### config.mk
export PLATFORM = sky130hd
export DESIGN_NAME = chip_test_sequencer
export DESIGN_NICKNAME = d
export VERILOG_FILES = /design/src/rtl/chip_test_sequencer.sv
export SDC_FILE = /design/constraint.sdc
export NUM_CORES = 1
export LEC_CHECK = 0
export CAP_MARGIN = 5
export CORE_UTILIZATION = 51
export CTS_BUF_LIST = sky130_fd_sc_hd__clkbuf_2
export DETAILED_ROUTE_END_ITERATION = 10
export GPL_TIMING_DRIVEN = 0
export PLACE_DENSITY = 0.78
export SLEW_MARGIN = 10
export SYNTH_ARGS = -nofsm -noshare
export SYNTH_HDL_FRONTEND = slang
export SYNTH_SLANG_ARGS = --single-unit
### constraint.sdc
create_clock -name Clk -period 2.3 [get_ports Clk]
set_input_delay 0.575 -clock Clk [delete_from_list [all_inputs] [get_ports Clk]]
set_output_delay 0.575 -clock Clk [all_outputs]
set_load 0.02 [all_outputs]
### src/rtl/chip_test_sequencer.sv
// rtl/chip_test_sequencer.sv - front-panel launcher for per-chip testers
// Pulses the selected tester's Run, waits for Done or timeout, shows the verdict on LEDs for a hold time.
module chip_test_sequencer #(
    parameter int NUM_CHIPS   = 8,
    parameter int SEL_W       = 3,
    parameter int TIMEOUT_CYC = 1024,
    parameter int HOLD_CYC    = 50000000
) (
    input  logic                 Clk,
    input  logic                 Reset,
    input  logic                 Start,
    input  logic [SEL_W-1:0]     Chip_Sel,
    input  logic [NUM_CHIPS-1:0] Done_bus,
    input  logic [NUM_CHIPS-1:0] RSLT_bus,
    output logic [NUM_CHIPS-1:0] Run_bus,
    output logic                 DISP_RSLT,
    output logic                 Busy,
    output logic                 Pass_LED,
    output logic                 Fail_LED,
    output logic                 TO_LED
);

    localparam int CNT_MAX = (TIMEOUT_CYC > HOLD_CYC) ? TIMEOUT_CYC : HOLD_CYC;
    localparam int CNT_W   = $clog2(CNT_MAX + 1);
    localparam logic [CNT_W-1:0] TO_LAST   = CNT_W'(TIMEOUT_CYC - 1);
    localparam logic [CNT_W-1:0] HOLD_LAST = CNT_W'(HOLD_CYC - 1);

    typedef enum logic [2:0] {
        S_IDLE,
        S_LAUNCH,
        S_WAIT_DONE,
        S_CAPTURE,
        S_SHOW
    } state_t;

    state_t               state_q, state_d;
    logic [NUM_CHIPS-1:0] sel_oh_q, sel_oh_d;
    logic [CNT_W-1:0]     cnt_q, cnt_d;
    logic                 start_q;
    logic [NUM_CHIPS-1:0] run_q, run_d;
    logic                 disp_q, disp_d;
    logic                 busy_q, busy_d;
    logic                 pass_q, pass_d;
    logic                 fail_q, fail_d;
    logic                 to_q, to_d;

    logic [NUM_CHIPS-1:0] sel_oh_in;
    logic                 sel_valid;
    logic                 start_edge;
    logic                 lane_done;
    logic                 lane_rslt;

    // The selection is kept one-hot; an out-of-range index decodes to all zeros.
    always_comb begin
        sel_oh_in = '0;
        for (int i = 0; i < NUM_CHIPS; i++) begin
            sel_oh_in[i] = (Chip_Sel == SEL_W'(i));
        end
    end

    assign sel_valid  = |sel_oh_in;
    assign start_edge = Start & ~start_q;
    assign lane_done  = |(Done_bus & sel_oh_q);
    assign lane_rslt  = |(RSLT_bus & sel_oh_q);

    always_ff @(posedge Clk or negedge Reset) begin
        if (!Reset) begin
            state_q  <= S_IDLE;
            sel_oh_q <= '0;
            cnt_q    <= '0;
            start_q  <= 1'b0;
            run_q    <= '0;
            disp_q   <= 1'b0;
            busy_q   <= 1'b0;
            pass_q   <= 1'b0;
            fail_q   <= 1'b0;
            to_q     <= 1'b0;
        end else begin
            state_q  <= state_d;
            sel_oh_q <= sel_oh_d;
            cnt_q    <= cnt_d;
            start_q  <= Start;
            run_q    <= run_d;
            disp_q   <= disp_d;
            busy_q   <= busy_d;
            pass_q   <= pass_d;
            fail_q   <= fail_d;
            to_q     <= to_d;
        end
    end

    always_comb begin
        state_d  = state_q;
        sel_oh_d = sel_oh_q;
        cnt_d    = cnt_q;
        run_d    = '0;
        disp_d   = 1'b0;
        pass_d   = pass_q;
        fail_d   = fail_q;
        to_d     = to_q;
        case (state_q)
            S_IDLE: begin
                if (start_edge) begin
                    sel_oh_d = sel_oh_in;
                    pass_d   = 1'b0;
                    to_d     = 1'b0;
                    cnt_d    = '0;
                    if (sel_valid) begin
                        fail_d  = 1'b0;
                        run_d   = sel_oh_in;
                        state_d = S_LAUNCH;
                    end else begin
                        fail_d  = 1'b1;
                        state_d = S_SHOW;
                    end
                end
            end
            S_LAUNCH: begin
                cnt_d   = '0;
                state_d = S_WAIT_DONE;
            end
            S_WAIT_DONE: begin
                cnt_d = cnt_q + CNT_W'(1);
                // Done takes priority over a timeout expiring in the same cycle.
                if (lane_done) begin
                    state_d = S_CAPTURE;
                end else if (cnt_q == TO_LAST) begin
                    to_d    = 1'b1;
                    fail_d  = 1'b1;
                    disp_d  = 1'b1;
                    cnt_d   = '0;
                    state_d = S_SHOW;
                end
            end
            S_CAPTURE: begin
                pass_d  = lane_rslt;
                fail_d  = ~lane_rslt;
                disp_d  = 1'b1;
                cnt_d   = '0;
                state_d = S_SHOW;
            end
            S_SHOW: begin
                if (cnt_q == HOLD_LAST) begin
                    cnt_d   = '0;
                    state_d = S_IDLE;
                end else begin
                    cnt_d = cnt_q + CNT_W'(1);
                end
            end
            default: begin
                state_d = S_IDLE;
            end
        endcase
        busy_d = (state_d != S_IDLE);
    end

    assign Run_bus   = run_q;
    assign DISP_RSLT = disp_q;
    assign Busy      = busy_q;
    assign Pass_LED  = pass_q;
    assign Fail_LED  = fail_q;
    assign TO_LED    = to_q;

endmodule

Yosys cells after proc, flatten, opt, wreduce, memory -nomap -nowiden
Cells that the tools add are included.

$add $sub $neg: 1. Equal/unequal tests: 16. Muxes and demuxes: 25. Bitwise operators: 5. Reductions and logical operators: 16.

Operator list (count): 2-to-1 mux 26 bit (4); one-hot mux 26 bit (4 select lines) (1); adder 26 x 1 -> 26 bit, second input constant (1); == test 26 x 10 -> 1 bit, second input constant (1); == test 26 bit, second input constant (1); 2-to-1 mux 8 bit (3); OR reduction 8 bit (3); bitwise AND 8 bit (2); == test 3 bit, second input constant (5); 2-to-1 mux 3 bit (5); one-hot mux 3 bit (5 select lines) (1); == test 3 x 2 -> 1 bit, second input constant (4); AND reduction 4 bit (2); 2-to-1 mux 1 bit (7); == test 3 x 1 -> 1 bit, second input constant (2); zero test 3 bit (2); != test 2 bit, second input constant (3); one-hot mux 1 bit (2 select lines) (3); AND reduction 2 bit (3); nonzero test 3 bit (2); nonzero test 2 bit (2); nonzero test 4 bit (1); one-hot mux 1 bit (3 select lines) (1); NOT 1 bit (2); other kinds (2) (2).

Register bits: 51. Input bits: 22. Output and inout bits: 13. Word-level logic and storage cells: 73.

Longest topological paths before layout
Gate-level depths: netlist of the first run.

Word-level depth: 6. Mapped depth: 7. Gate-level depth less buffers: 6.

Worst setup path after synthesis of the first run
OpenSTA, ideal clock, no wires.

Kind: register to register. From: reg cnt_q[16]. To: reg cnt_q[21]. Library setup time: 0.126 ns. Data arrival time: 2.231 ns. Data required time: 2.174 ns. Setup slack: -0.057 ns. Stages on the path, launching flop included: 7. Buffers on the path: 1. Path through: dfrtp_1 or4_4 or4_4 o311a_4 nor3_4 buf_6 a21oi_1.

Word-level cells in the longest chain between the ends: 4. Elaborated cells on any way between the ends: 7. Those cells by class: add/sub (1); eq/ne (2); mux (4).

RTL lines: from (decl) (RTL line 38) `logic [CNT_W-1:0] cnt_q, cnt_d;`; from (signal assigned) (RTL line 81) `cnt_q <= cnt_d;`; adder 26 x 1 -> 26 bit or == test 26 x 10 -> 1 bit (tied branches) (RTL line 123, 147, 127); 2-to-1 mux 26 bit (RTL line 127) `end else if (cnt_q == TO_LAST) begin`; 2-to-1 mux 26 bit (RTL line 125) `if (lane_done) begin`; one-hot mux 26 bit (4 select lines) (*) (RTL line 101) `case (state_q)`.

Every way passes the cells marked *; elsewhere a longest branch is shown, timed or not. A chain may end at the register's enable or synchronous reset.

Worst setup path after layout of the first run
From: reg cnt_q[16]. To: reg cnt_q[4].

Word-level cells in the longest chain between the ends: 4. Elaborated cells on any way between the ends: 6. Those cells by class: eq/ne (2); mux (4).

RTL lines (RTL line): == test 26 x 10 -> 1 bit (127); 2-to-1 mux 26 bit (127); 2-to-1 mux 26 bit (125); one-hot mux 26 bit (4 select lines) (*) (101).

Marked as above.

==> flow_metrics.py, run 1 <==
metrics = {
    "setup_path": {
        "reg2reg_depth": 7,
        "critPathBufInv": 2,
        "path_cells": "or4_4 > or4_4 > o311a_4 > nor3_4 > buf_6 > buf_4 > nor4_1",
        "crit_family": "simple AND/OR/NAND/NOR gates",
        "critPathMaxStageDelay_ps": 550,
        "critPathArrivalTime_ps": 2780,
        "worstSetupEndpointType": "register",
        "cp_num_cells": 7,
        "crit_fanout": 6,
        "worstSetupStartpointType": "register",
        "path_common_cell": "or4_4",
        "crit_path_top_delay_cell": "or4_4",
        "required_ps": 2620,
        "critical_path_class": "register to register",
    },
    "route": {
        "final_antenna_net_count": 0,
        "drtIter0Drc": 202,
        "vias": 2177,
        "viasPerCell": 5.88,
        "wl_per_cell_um": 16.7,
        "drtPass1Iterations": 5,
        "drc_errors": 0,
        "routed_wl_um": 6160,
    },
    "sta": {
        "final.setup.tns_ps": -3060,
        "hold_slack_ps": 32.9,
        "max_clock_freq_mhz": 407,
        "period_share": 1.07,
        "worst_pin_slew_ps": 627,
        "fin_worst_skew_ps": 36.8,
        "min_period_ps": 2460,
        "setup_viol": 23,
        "worst_slew_margin_rel": 0.571,
        "rsz0062_at_grt": "true",
        "maxSlewViolCount": 0,
        "hold_viol": 0,
        "fin_ws_ps": -156,
    },
    "grt": {
        "grt_max_degree": 33,
        "grt_pass1_wl_um": 10000,
        "grt.overflow.total": 0,
        "grt_usage": 0.254,
        "antenna_found_initial": 0,
        "grt_pass1_vias": 2101,
    },
    "synth": {
        "synth_fp_nets": 271,
        "ys_types": 44,
        "synthSimpleGateAreaFrac": 0.259,
        "synth_warnings": 0,
        "synth_top_family_by_area": "simple AND/OR/NAND/NOR gates",
        "netlist.area_leader.share": 0.512,
        "synth_area_mm2": 0.00249,
        "synth_common_cells": "dfrtp_1 (51), nor2_1 (31), nand2_1 (16), xor2_1 (16), nand3_1 (15)",
        "ys_seq_elements": 51,
        "synth_adder_area_share": 0.00502,
        "synth_mux_area_frac": 0.00802,
        "synth_compound_area_frac": 0.127,
        "postSynth.asyncResetShare": 1.00,
        "ys_seq_area_frac": 0.512,
        "synth_xor_area_frac": 0.0667,
        "synth_top_cell_by_area": "dfrtp_1",
        "synth_area_leaders": "dfrtp_1 (51%), xor2_1 (5.6%), nor2_1 (4.7%)",
        "synth.most_common_cell": "dfrtp_1",
        "synth-main-ff-cell": "dfrtp_1",
        "syn_avg_cell_area_um2": 10.1,
        "synth_edf_count": 0,
        "synthCells": 248,
    },
    "clock_network": {
        "clkTransAtPathRegs_ps": 260,
        "cts_hold_buffers": 0,
        "cts_made_buffers": 5,
        "clock_latency_ps": 430,
        "htree_levels": 2,
        "max-clock-path-buffers": 2,
        "cts_tree": "done",
        "cts.sinks": 51,
        "clockRootBuffer": "clkbuf_2",
    },
    "cells_and_area": {
        "num-nets-final": 325,
        "drive_gt1_frac": 0.185,
        "final_cells": 370,
        "antenna_cells": 0,
        "design_area_mm2": 0.00319,
        "area_growth_pct": 27.9,
    },
    "job": {
        "cap_violations": 0,
    },
    "power": {
        "total_power_uw": 1320,
        "p_leak_uw": 0.00142,
        "powerDensity_mw_per_mm2": 415,
        "ir_drop_uv": 312,
    },
    "floorplan": {
        "die_area_mm2": 0.00518,
        "initial_core_util": 0.528,
        "die_w_um": 71.9,
        "core_area_mm2": 0.00472,
        "fp.dieH_um": 71.9,
        "std_cell_rows": 25,
        "io_pins": 35,
    },
    "placement": {
        "gp_congestion": 0.899,
        "dp_cells": 350,
        "dp_hpwl_um": 4190,
        "placed_area_mm2": 0.00294,
        "io_buffers": 34,
    },
    "run_status": {
        "violations": "negative setup slack",
        "outcome": "complete, but fails checks",
    },
    "hold_path": {
        "hp-class": "primary input to async pin",
    },
}
[logic make-up (layout without fill, tap and decap cells)]
logic type | Yosys count | count (layout)
XOR/XNOR | 19 | 19
buffers and inverters | 11 | 66
flip-flops | 51 | 51
multiplexers | 2 | 2
AND/OR/NAND/NOR | 122 | 122
adder cells (fa/ha/maj) | 1 | 1
AO/OA/AOI/OAI | 42 | 42
[flip-flops by register name (all words and copies together), names as in the netlist]
| signal | flops |
|---|---|
| Busy | 1 |
| Fail_LED | 1 |
| Pass_LED | 1 |
| start_q | 1 |
| sel_oh_q | 8 |
| Run_bus | 8 |
| DISP_RSLT | 1 |
| cnt_q | 26 |
| TO_LED | 1 |
| state_q | 3 |
[worst paths after layout]
path,endpoint,slack (ps),startpoint
setup / recovery,cnt_q[4],-160,cnt_q[16]
max in group asynchronous,Run_bus[2],1710,Reset
min in group Clk,TO_LED,540,TO_LED
setup reg to reg,cnt_q[4],-160,cnt_q[16]
hold / removal,state_q[1],30,Reset
hold reg to reg,TO_LED,540,TO_LED
[worst reg2reg max path: stages, from the launching register on]
cell and delay [ps]:
dfrtp_1 430, or4_4 550, or4_4 460, o311a_4 410, nor3_4 180, buf_6 160, buf_4 120, nor4_1 50
[cell usage in the layout, fill, tap and decap left out, drive strengths merged, types with 2 or more instances in the layout]
master         netlist  layout
or4                  2       2
buf                  2      17
and3                 7       7
and4                 4       4
a21o                 8       8
a22oi                6       6
nand2b               4       4
inv                  2       2
a22o                 2       2
o31ai                2       2
and2                 2       2
mux2i                2       2
a21oi                5       5
o21ai                4       4
clkdlybuf4s50        0      33
nor2                32      32
nor2b                2       2
a31oi                3       3
nor4                 8       8
dfrtp               51      51
or3                  3       3
nand4               13      13
nand2               16      16
xnor2                3       3
xor2                16      16
o2111ai              2       2
nand3               15      15
clkbuf               7      12
nor3                13      13
[area by class of cell]
type,instances,area [µm²]
clock inverter,2,12.5
multi-input combinational,186,1270
tap,67,83.8
inverter,2,7.51
timing repair buffer,48,464
fill,378,1530
clock buffer,6,30.0
buffer,8,50.0
sequential,51,1280
[per-stage QoR]
| step | setup slack (ps) | util |
|---|---|---|
| after floorplan | -20.1 | - |
| after global placement | -828 | 0.620 |
| after detailed placement | -499 | 0.623 |
| after CTS | -134 | 0.664 |
| after global routing | -207 | 0.675 |
| final | -156 | 0.675 |
[layer usage]
layer / vias up / wire [µm] / track usage
li1: 1019 / - / -
met1: 1066 / 2820 / 0.363
met2: 81 / 2950 / 0.401
met3: 11 / 292 / 0.0417
met4: 0 / 96 / 0.0784
met5: - / 0 / 0
[repair_timing]
item	4_1_cts	5_1_grt
cloned	2	0
endpoints found under the setup margin	27	30
gates resized for setup	20	14
buffers inserted	9	2
pin swaps	10	3
[where the power goes]
part | leakage, µW | internal, µW | switching [µW]
registers | 0.000673 | 900 | 0.823
clock network | 0.0000290 | 77.4 | 274
logic | 0.000716 | 38.8 | 32.3
total | 0.00142 | 1020 | 307
Power figures use the tool's default switching activity.
==> run 2, diff against run 1 <==
- CORE_UTILIZATION: 51 -> 59
- DONT_BUFFER_PORTS: not set -> 1
- SKIP_LAST_GASP: not set -> 1
==> run 2 against run 1 <==
  * The run still ends with negative setup slack left
  * Flip-flop and latch count stayed put
  * Wire length shrank 0.86%
  * Critical path depth is the same
  * Combinational power down 54%
  * Total power is 6.5% higher
  * Utilization increased by 4.6 points
  * Non-clock buffer count decreased by 29
  * Clock power is 35% higher
  * Final cell count fell by 12%
  * Critical endpoint is now cnt_q[12]
  * Clock skew grew 2.3 ps
  * Fmax shrank 3.0%
==> flow_metrics.py, run 2 (synthesized netlist as in run 1, its figures left out) <==
metrics = {
    "power": {
        "powerDensity_mw_per_mm2": 485,
        "ir_drop_uv": 477,
        "p_leak_uw": 0.00130,
        "total_power_uw": 1410,
    },
    "sta": {
        "fin_ws_ps": -232,
        "hold_viol": 0,
        "min_period_ps": 2530,
        "maxSlewViolCount": 0,
        "setup_viol": 26,
        "worst_slew_margin_rel": 0.524,
        "fin_worst_skew_ps": 39.1,
        "max_clock_freq_mhz": 395,
        "rsz0062_at_grt": "true",
        "worst_pin_slew_ps": 708,
        "period_share": 1.10,
    },
    "cells_and_area": {
        "multi_input_area_mm2": 0.00125,
        "antenna_cells": 0,
        "n_fill_cell": 297,
        "final_cells": 324,
        "num-nets-final": 296,
        "area_growth_pct": 16.5,
        "largest_reg_flops": 26,
        "drive_gt1_frac": 0.212,
        "final_cell_mix": "dfrtp_1 (51), nor2_1 (17), nand2_1 (16), xor2_1 (16), nand3_1 (15)",
        "regMostFlops": "cnt_q",
        "layout_commonest_cell": "dfrtp_1",
        "design_area_mm2": 0.00291,
        "final-seq-area_mm2": 0.00128,
    },
    "floorplan": {
        "die_w_um": 67.0,
        "initial_core_util": 0.619,
        "fp.dieH_um": 67.0,
        "die_area_mm2": 0.00449,
        "io_pins": 35,
        "core_area_mm2": 0.00403,
        "std_cell_rows": 23,
    },
    "clock_network": {
        "clock_latency_ps": 450,
        "htree_levels": 2,
        "cts_made_buffers": 5,
        "cts_tree": "done",
        "cts.sinks": 51,
        "max-clock-path-buffers": 2,
        "clkTransAtPathRegs_ps": 260,
        "clockRootBuffer": "clkbuf_2",
    },
    "run_status": {
        "outcome": "complete, but fails checks",
        "violations": "negative setup slack",
    },
    "route": {
        "wl_per_cell_um": 18.9,
        "routed_wl_um": 6110,
        "vias": 2085,
        "drtIter0Drc": 187,
        "drtPass1Iterations": 4,
        "drc_errors": 0,
        "viasPerCell": 6.44,
        "final_antenna_net_count": 0,
    },
    "placement": {
        "dpl_worst_slack_ps": -265,
        "dp_hpwl_um": 4040,
        "io_buffers": 0,
        "dp_cells": 298,
        "gp_congestion": 0.884,
        "placed_area_mm2": 0.00256,
    },
    "grt": {
        "grt.overflow.total": 0,
        "grt_pass1_wl_um": 9640,
        "grt_usage": 0.297,
        "grt_max_degree": 52,
        "antenna_found_initial": 0,
        "grt_pass1_vias": 2010,
    },
    "setup_path": {
        "critical_path_class": "register to register",
        "worstSetupStartpointType": "register",
        "crit_fanout": 5,
        "required_ps": 2640,
        "critPathArrivalTime_ps": 2870,
        "worstSetupEndpointType": "register",
    },
    "job": {
        "cap_violations": 0,
    },
    "hold_path": {
        "hp-class": "primary input to register",
    },
}
[run 2: changes by cell type in the layout (fill, tap and decap cells not counted), sizes merged]
cell,delta
bufinv,+1
clkdlybuf4s50,-33
buf,+2
dlygate4sd3,+1
clkinv,+1
clkinvlp,-1
[run 2: through the flow]
| step | utilization | setup TNS (ps) | hold slack, ps |
|---|---|---|---|
| finish | 0.722 | -4660 | 108 |
| CTS | 0.701 | -3870 | 79.5 |
| detailed placement | 0.637 | -5470 | 281 |
| global placement | 0.637 | -4730 | 280 |
| global route | 0.722 | -5840 | 64.2 |
| floorplan | - | -276 | 279 |
[run 2: power breakdown]
part           switching, µW  internal [µW]  leakage, µW
Clock                    290            184    0.0000429
Sequential              2.08            901     0.000673
Combinational           22.9           9.99     0.000581
[run 2: layout make-up]
class,instances,area share
tap,50,0.0215
buffer,8,0.0146
timing repair buffer,19,0.0688
clock inverter,3,0.0151
sequential,51,0.439
multi-input combinational,186,0.430
inverter,2,0.00258
clock buffer,5,0.00861
[run 2: critical path: stages (launching register included)]
cell	delay (ps)
dfrtp_1	450
or4_4	550
or4_4	590
o31a_4	310
nor3_4	220
buf_6	150
buf_8	120
nor2_2	40
[run 2: path summary, 6_finish.rpt]
path,startpoint,end,slack [ps],cells past startpoint
setup / recovery,cnt_q[11],cnt_q[12],-230,7
hold / removal,Start,start_q,110,0
setup reg to reg,cnt_q[11],cnt_q[12],-230,7
hold reg to reg,sel_oh_q[0],sel_oh_q[0],550,1
max in group asynchronous,Reset,cnt_q[21],1460,2
min in group asynchronous,Reset,cnt_q[0],570,2
[run 2: timing repair]
item / 4_1_cts / 5_1_grt
cloned: 2 / 0
setup endpoints to repair: 26 / 36
setup buffers: 11 / 5
resized for setup: 8 / 28
hold endpoints to repair: 51 / 0
hold buffers: 2 / 0
pin swaps: 4 / 8
[run 2: metal layers]
metal / GRT usage / part of all wire / up-vias / routed length (µm)
li1: - / - / 964 / -
met1: 0.405 / 0.44 / 1052 / 2690
met2: 0.455 / 0.50 / 63 / 3070
met3: 0.0548 / 0.045 / 6 / 273
met4: 0.136 / 0.013 / 0 / 77
met5: 0 / 0 / - / 0
==> run 3, diff against run 2 <==
- SLEW_MARGIN: 10 -> not set
==> results of run 3 <==
Same layout as run 2: the final DEF is identical, and so are final timing and power.
